==> config.mk <==
export PLATFORM = sky130hd
export DESIGN_NAME = alu_arbiter
export DESIGN_NICKNAME = d
export VERILOG_FILES = /design/src/rtl/alu_arbiter.sv
export SDC_FILE = /design/constraint.sdc
export NUM_CORES = 1
export LEC_CHECK = 0
export ABC_AREA = 1
export ABC_CLOCK_PERIOD_IN_PS = 1700
export BUFFER_PORTS_ARGS = -buffer_cell sky130_fd_sc_hd__buf_2
export CORE_MARGIN = 2
export CORE_UTILIZATION = 46
export DETAILED_ROUTE_END_ITERATION = 8
export PLACE_DENSITY = 0.9
export SYNTH_ARGS = -nofsm -noshare
export SYNTH_HDL_FRONTEND = slang
export SYNTH_SLANG_ARGS = --single-unit
export TNS_END_PERCENT = 100
==> constraint.sdc <==
create_clock -name Clock -period 1.7 [get_ports Clock]
set_input_delay 0.255 -clock Clock [delete_from_list [all_inputs] [get_ports Clock]]
set_output_delay 0.255 -clock Clock [all_outputs]
set_load 0.005 [all_outputs]
==> src/rtl/alu_arbiter.sv <==
// Round-robin arbiter sharing one combinational ALU between two requesters.
// One operation in flight: accept (IDLE) -> execute (EXEC) -> respond (RESP).
module alu_arbiter #(
  parameter int DataWidth = 16,
  parameter int OpWidth   = 5
) (
  input  logic                 Clock,
  input  logic                 Reset,
  input  logic [1:0]           ReqValid,
  output logic [1:0]           ReqReady,
  input  logic [OpWidth-1:0]   ReqOpcode0,
  input  logic [OpWidth-1:0]   ReqOpcode1,
  input  logic [DataWidth-1:0] ReqOperandA0,
  input  logic [DataWidth-1:0] ReqOperandA1,
  input  logic [DataWidth-1:0] ReqOperandB0,
  input  logic [DataWidth-1:0] ReqOperandB1,
  output logic [OpWidth-1:0]   AluOpcode,
  output logic [DataWidth-1:0] AluOperandA,
  output logic [DataWidth-1:0] AluOperandB,
  input  logic [DataWidth-1:0] AluResult,
  input  logic                 AluCarry,
  input  logic                 AluNegative,
  input  logic                 AluOverflow,
  output logic                 RespValid,
  input  logic                 RespReady,
  output logic                 RespId,
  output logic [DataWidth-1:0] RespResult,
  output logic                 RespCarry,
  output logic                 RespNegative,
  output logic                 RespOverflow
);

  typedef enum logic [1:0] {
    IDLE = 2'd0,
    EXEC = 2'd1,
    RESP = 2'd2
  } state_t;

  state_t state, state_next;
  logic   last_grant;
  logic   grant_valid;
  logic   grant_id;
  logic   handshake;

  // NOTE: sequential state is always written with <= so every flop samples
  // pre-edge values regardless of block ordering.
  always_ff @(posedge Clock) begin
    if (Reset) state <= IDLE;
    else       state <= state_next;
  end

  always_comb begin
    state_next = state;
    case (state)
      IDLE:    if (handshake) state_next = EXEC;
      EXEC:    state_next = RESP;
      RESP:    if (RespValid && RespReady) state_next = IDLE;
      default: state_next = IDLE;
    endcase
  end

  // NOTE: every output of a combinational block gets a default first so no
  // path leaves it unassigned and no latch is inferred.
  always_comb begin
    grant_valid = 1'b0;
    grant_id    = 1'b0;
    ReqReady    = 2'b00;
    if (state == IDLE && !Reset) begin
      case (ReqValid)
        2'b11: begin grant_valid = 1'b1; grant_id = ~last_grant; end
        2'b01: begin grant_valid = 1'b1; grant_id = 1'b0;        end
        2'b10: begin grant_valid = 1'b1; grant_id = 1'b1;        end
        default: ;
      endcase
      if (grant_valid) ReqReady = grant_id ? 2'b10 : 2'b01;
    end
  end

  assign handshake = |(ReqValid & ReqReady);

  // Operand registers only load on a handshake; they keep their last value
  // otherwise so the ALU inputs do not toggle between operations.
  always_ff @(posedge Clock) begin
    if (Reset) begin
      last_grant   <= 1'b1;
      AluOpcode    <= '0;
      AluOperandA  <= '0;
      AluOperandB  <= '0;
      RespValid    <= 1'b0;
      RespId       <= 1'b0;
      RespResult   <= '0;
      RespCarry    <= 1'b0;
      RespNegative <= 1'b0;
      RespOverflow <= 1'b0;
    end else begin
      if (handshake) begin
        last_grant  <= grant_id;
        RespId      <= grant_id;
        AluOpcode   <= grant_id ? ReqOpcode1   : ReqOpcode0;
        AluOperandA <= grant_id ? ReqOperandA1 : ReqOperandA0;
        AluOperandB <= grant_id ? ReqOperandB1 : ReqOperandB0;
      end
      if (state == EXEC) begin
        RespResult   <= AluResult;
        RespCarry    <= AluCarry;
        RespNegative <= AluNegative;
        RespOverflow <= AluOverflow;
        RespValid    <= 1'b1;
      end else if (state == RESP && RespValid && RespReady) begin
        RespValid <= 1'b0;
      end
    end
  end

endmodule

==> run summary, run 1 <==
Chip height -> 87.04 um
Largest net degree at the start of global routing -> 44
Max_slew headroom -> 61.79%
Drt initial violations -> 77
Row cnt -> 30
Slew @ Worst Pin -> 0.5725 ns
Core ar. -> 6719 sq um
Overall die width -> 87.04 um
IO Port Bufs -> 157
Post-synthesis register bit count -> 61
Status -> finished, final reports clean
Peak Freq -> 0.6549 GHz
DRT Wirelength -> 7.712 mm
Hold WC Path Type -> in2reg
Maximum VDD drop -> 0.4672 mV
Tcrit/Tclk final -> 89.82%
Hold Slack -> 0.1894 ns
CP max FO -> 4
Nets -> 679
WP data required -> 1.44 ns
Final setup vio count -> 0
FFs w/ async S/R, synth -> 0%
Synth cell count leaders -> 115 x nor2_1, 74 x o21bai_1, 61 x dfxtp_1
Skew final -> 0.01069 ns
Final HPWL DP -> 5.668 mm
Vias per Instance -> 4.808
Post-synth net total -> 537
Finished layout cell area -> 4159 sq um
Post-synthesis instance total -> 439
Avg Cell Area, Syn -> 7.225 sq um
Ant diodes -> 0
First-pass DRT Iterations -> 4
Initial Util -> 47.21%
Count leader, synth -> nor2_1
Antenna viol nets, final -> 0
Synth area leaders -> dfxtp_1 39%, o21bai_1 18%, nor2_1 14%
Clock buffer depth -> 2
Placed Area -> 3959 sq um
Clock sink total -> 61
Routability cong. -> 0.7875
Synth top area share -> 38.50%
Placed insts -> 650
Top FF cell, synth -> dfxtp_1
Synthesized cell area -> 3172 sq um
Tmin final -> 1.527 ns
Max-Cap Viols -> 0
CTS tree -> built
Routed WL per cell -> 11.58 um
Post-CTS Setup Inserts -> 0
Num CTS Buffers -> 9
Total gr overflow -> 0
Startpoint Class -> register
RSZ-0062 raised after global routing -> no
Slew Limit Fails -> 0
Synth unique cells -> 17
CP Class -> reg2out
Initial antenna violation count -> 0
Vias in the first global route -> 2,833
GR Util All Layers -> 19.46%
Clk_lat worst skew -> 0.32 ns
CP Capture Type -> primary output
EDFF count, synth -> 0
I/O pin count -> 158
Power Density -> 908.9 nW/um^2
CTS-repair resized insts -> 0
YS warnings -> 0
Fin Setup TNS -> 0 ns
Seq/Total Area, Yosys -> 38.50%
Critical Path AT -> 1.27 ns
H-tree depth -> 3
Layout area overhead -> 31.12%
Final hold violations -> 0
Area leader, netlist -> dfxtp_1
Residual DRC count -> 0
Clock-pin slew on the worst setup and hold paths -> 0.07 ns
Clock root cell -> clkbuf_8
Final non-filler cell total -> 666
Die Area -> 7575 sq um
Global-route wire length before repair -> 11.92 mm
Post-CTS Hold Buffers -> 0
Vias -> 3,202
Leakage power figure -> 2.250 nW
Layout cells sized above 1 -> 32.08%
## kinds of logic after synthesis
group	synth area share [%]
and+or+nand+nor	28.13
AOI/OAI and AO/OA	21.50
buffers and inverters	11.87
DFF	38.50
## where the power goes
part	internal [W]	leakage, nW	total [W]	switching (W)
logic	0.000397	1.65	0.000848	0.000451
registers	0.00158	0.503	0.00166	0.0000753
clock network	0.000711	0.0943	0.00128	0.000564
## layout make-up
type | count | area [sq um]
fill | 605 | 2560
multi-input combinational | 297 | 1587
sequential | 61 | 1221
timing repair buffer | 166 | 878.3
inverter | 46 | 172.7
clock buffer | 10 | 137.6
tap | 80 | 100.1
clock inverter | 6 | 62.56
## worst max-delay path, stage by stage (launching register included)
cell	delay, ns
dfxtp_1	0.32
nor2_1	0.12
nand2_2	0.10
inv_1	0.09
o211ai_1	0.13
inv_1	0.07
buf_2	0.11
## metal layers
layer | wire [um] | GRT usage [%] | up-vias
li1 | - | - | 1670
met1 | 3176 | 20.72 | 1411
met2 | 3822 | 36.02 | 116
met3 | 661 | 6.161 | 5
met4 | 51 | 6.392 | 0
met5 | 0 | 0 | -
## worst paths after layout
| check | start | endpoint | slack (ns) | depth (start not counted) |
|---|---|---|---|---|
| hold reg to reg | RespId | RespId | 0.48 | 2 |
| setup / recovery | state[1] | ReqReady[0] | 0.17 | 6 |
| hold / removal | AluResult[11] | RespResult[11] | 0.19 | 3 |
| setup reg to reg | state[1] | AluOpcode[2] | 0.37 | 7 |
## sequential cells by signal (all words and copies together), names as in the netlist
name / count
RespCarry: 1
AluOperandB: 16
AluOperandA: 16
last_grant: 1
RespOverflow: 1
RespNegative: 1
RespValid: 1
RespId: 1
AluOpcode: 5
state: 2
RespResult: 16
## placed cells by master (no fill, tap or decap), types with 3 or more instances in the layout
cell type / n
nand3_1: 3
clkinvlp_4: 3
buf_4: 7
nor2_1: 115
dfxtp_1: 61
nand2_1: 41
nor3b_1: 37
o21bai_1: 74
o21ai_0: 20
inv_1: 44
buf_2: 157
clkbuf_8: 10
## through the flow
| stage | power, W | setup WS (ns) | util [%] |
|---|---|---|---|
| detailed placement | 0.002544 | 0.3935 | 58.92 |
| global placement | 0.002509 | 0.4533 | 58.92 |
| CTS | 0.003831 | 0.1555 | 61.90 |
| finish | 0.003780 | 0.1731 | 61.90 |
| global route | 0.004002 | 0.06294 | 61.90 |
| floorplan | 0.002216 | 0.4852 | - |
(Power assumes the default switching activity.)
==> run 2, diff against run 1 <==
Settings changed: BUFFER_PORTS_ARGS -buffer_cell sky130_fd_sc_hd__buf_2 to -buffer_cell sky130_fd_sc_hd__buf_4.
==> run 2 against run 1 <==
Effect of this change:
- power increased by 8.7%
- clock skew decreased by 0.0026 ns
- largest power group unchanged
- worst setup slack got worse by 0.0049 ns
- largest cell class unchanged
- hold slack got worse by 0.0072 ns
- sequential power about the same
- sequential cell count unchanged
- combinational power increased by 18%
- register-to-register slack got worse by 0.04 ns
==> run summary, run 2 (synthesis gave the netlist of run 1 again) <==
Status -> finished, final reports clean (unchanged)
CTS tree -> built (unchanged)
IO Port Bufs -> 157 (unchanged)
Slew @ Worst Pin -> 0.5773 ns (was 0.5725 ns)
Total power -> 0.004110 W (was 0.003780 W)
Hold WC Path Type -> in2reg (unchanged)
Num CTS Buffers -> 9 (unchanged)
Worst setup path endpoint -> ReqReady[0] (unchanged)
R2r endpoint -> AluOperandA[3] (was AluOpcode[2])
Vias in the first global route -> 2,917 (was 2,833)
Most frequent cells in the layout -> 162 x buf_4, 115 x nor2_1, 74 x o21bai_1, 61 x dfxtp_1, 44 x inv_1 (was 157 x buf_2, 115 x nor2_1, 74 x o21bai_1, 61 x dfxtp_1, 44 x inv_1)
Reg2reg start -> last_grant (was state[1])
Layout cells sized above 1 -> 31.91% (was 32.08%)
Startpoint Class -> register (unchanged)
DRT Wirelength -> 8.159 mm (was 7.712 mm)
Clock-pin slew on the worst setup and hold paths -> 0.07 ns (about the same)
Final non-filler cell total -> 666 (unchanged)
Clock buffer depth -> 2 (unchanged)
CP Capture Type -> primary output (unchanged)
CP Class -> reg2out (unchanged)
Global-route wire length before repair -> 12.56 mm (was 11.92 mm)
Critical Path AT -> 1.28 ns (was 1.27 ns)
Initial antenna violation count -> 0 (unchanged)
Initial Util -> 47.21% (unchanged)
Skew final -> 0.008066 ns (was 0.01069 ns)
Placed insts -> 650 (unchanged)
Overall die width -> 87.04 um (unchanged)
Die Area -> 7575 sq um (unchanged)
Layout area overhead -> 45.09% (was 31.12%)
R2r setup slk -> 0.33 ns (was 0.37 ns)
Commonest non-fill, non-tap cell in the layout -> buf_4 (was buf_2)
Tmin final -> 1.532 ns (was 1.527 ns)
Largest regs -> AluOperandA (16), AluOperandB (16), RespResult (16) (unchanged)
Residual DRC count -> 0 (unchanged)
Vias per Instance -> 4.862 (was 4.808)
Post-CTS Setup Inserts -> 0 (unchanged)
Fill cells -> 548 (was 605)
Max_slew headroom -> 61.47% (was 61.79%)
CTS-repair resized insts -> 0 (unchanged)
WP data required -> 1.44 ns (about the same)
Row cnt -> 30 (unchanged)
Final HPWL DP -> 6.027 mm (was 5.668 mm)
GR Util All Layers -> 20.71% (was 19.46%)
Fin Setup TNS -> 0 ns (unchanged)
Chip height -> 87.04 um (unchanged)
Vias -> 3,238 (was 3,202)
Post-CTS Hold Buffers -> 0 (unchanged)
Crit. Startpoint -> state[1] (unchanged)
Slew Limit Fails -> 0 (unchanged)
FF-to-FF path depth -> 7 (unchanged)
First-pass DRT Iterations -> 4 (unchanged)
I/O pin count -> 158 (unchanged)
Antenna viol nets, final -> 0 (unchanged)
Power Density -> 893.2 nW/um^2 (was 908.9 nW/um^2)
Core ar. -> 6719 sq um (unchanged)
Max-Cap Viols -> 0 (unchanged)
Routed WL per cell -> 12.25 um (was 11.58 um)
Leakage power figure -> 2.377 nW (was 2.250 nW)
Largest net degree at the start of global routing -> 44 (unchanged)
Routability cong. -> 0.7515 (was 0.7875)
Peak Freq -> 0.6528 GHz (was 0.6549 GHz)
H-tree depth -> 3 (unchanged)
RSZ-0062 raised after global routing -> no (unchanged)
Clk_lat worst skew -> 0.33 ns (was 0.32 ns)
Ant diodes -> 0 (unchanged)
Clock sink total -> 61 (unchanged)
Clock root cell -> clkbuf_8 (unchanged)
CP max FO -> 4 (unchanged)
Maximum VDD drop -> 0.4409 mV (was 0.4672 mV)
Final hold violations -> 0 (unchanged)
Final setup vio count -> 0 (unchanged)
Total gr overflow -> 0 (unchanged)
Drt initial violations -> 91 (was 77)
Tcrit/Tclk final -> 90.10% (was 89.82%)
Nets -> 679 (unchanged)
-- run 2: cell types whose count changed in the layout (fill, tap and decap cells not counted), moves of 2 or more --
cell / before / now
buf_12: 2 / 4
buf_2: 157 / 0
buf_4: 7 / 162
clkinvlp_4: 3 / 0
-- run 2: final cells by class --
| class | count | area [sq um] | area share [%] |
|---|---|---|---|
| Sequential cell | 61 | 1221 | 26.54 |
| Timing Repair Buffer | 166 | 1296 | 28.17 |
| Multi-Input combinational cell | 297 | 1587 | 34.48 |
| Clock buffer | 12 | 155.1 | 3.371 |
| Inverter | 46 | 172.7 | 3.752 |
| Clock inverter | 4 | 70.07 | 1.523 |
| Tap cell | 80 | 100.1 | 2.175 |
-- run 2: how the worst min path moves through the flow --
stage,start,end,slack (ns),cells past startpoint
floorplan,Reset,RespOverflow,0.42,3
finish,AluCarry,RespCarry,0.18,3
global placement,RespId,RespId,0.46,2
CTS,AluResult[4],RespResult[4],0.17,3
detailed placement,RespResult[0],RespResult[0],0.47,2
global route,AluResult[5],RespResult[5],0.18,3
-- run 2: critical path, stage by stage (launching register included) --
cell and delay [ns]:
dfxtp_1 0.32, nor2_1 0.13, nand2_2 0.10, inv_1 0.08, o211ai_1 0.12, inv_1 0.08
buf_4 0.10
-- run 2: power by group --
group	internal, W	total (W)	switching, W
Sequential	0.00158	0.00166	0.0000814
Clock	0.000901	0.00145	0.000545
Combinational	0.000539	0.00100	0.000461
-- run 2: metal layers --
layer | vias to the layer above | part of all wire [%] | global-route usage [%]
met5 | - | 0 | 0
li1 | 1670 | - | -
met3 | 13 | 8.1 | 5.403
met4 | 0 | 1.9 | 7.386
met1 | 1438 | 40 | 22.42
met2 | 117 | 50 | 38.45
-- run 2: metrics by stage --
step,cell area (sq um),hold slack [ns],util (%),setup slack [ns]
after floorplan,3172,0.4198,-,0.4852
after global placement,4377,0.4592,65.14,0.3443
after detailed placement,4377,0.4749,65.14,0.2756
after CTS,4602,0.1684,68.49,0.1525
after global routing,4602,0.1824,68.49,0.06736
final,4602,0.1822,68.49,0.1682
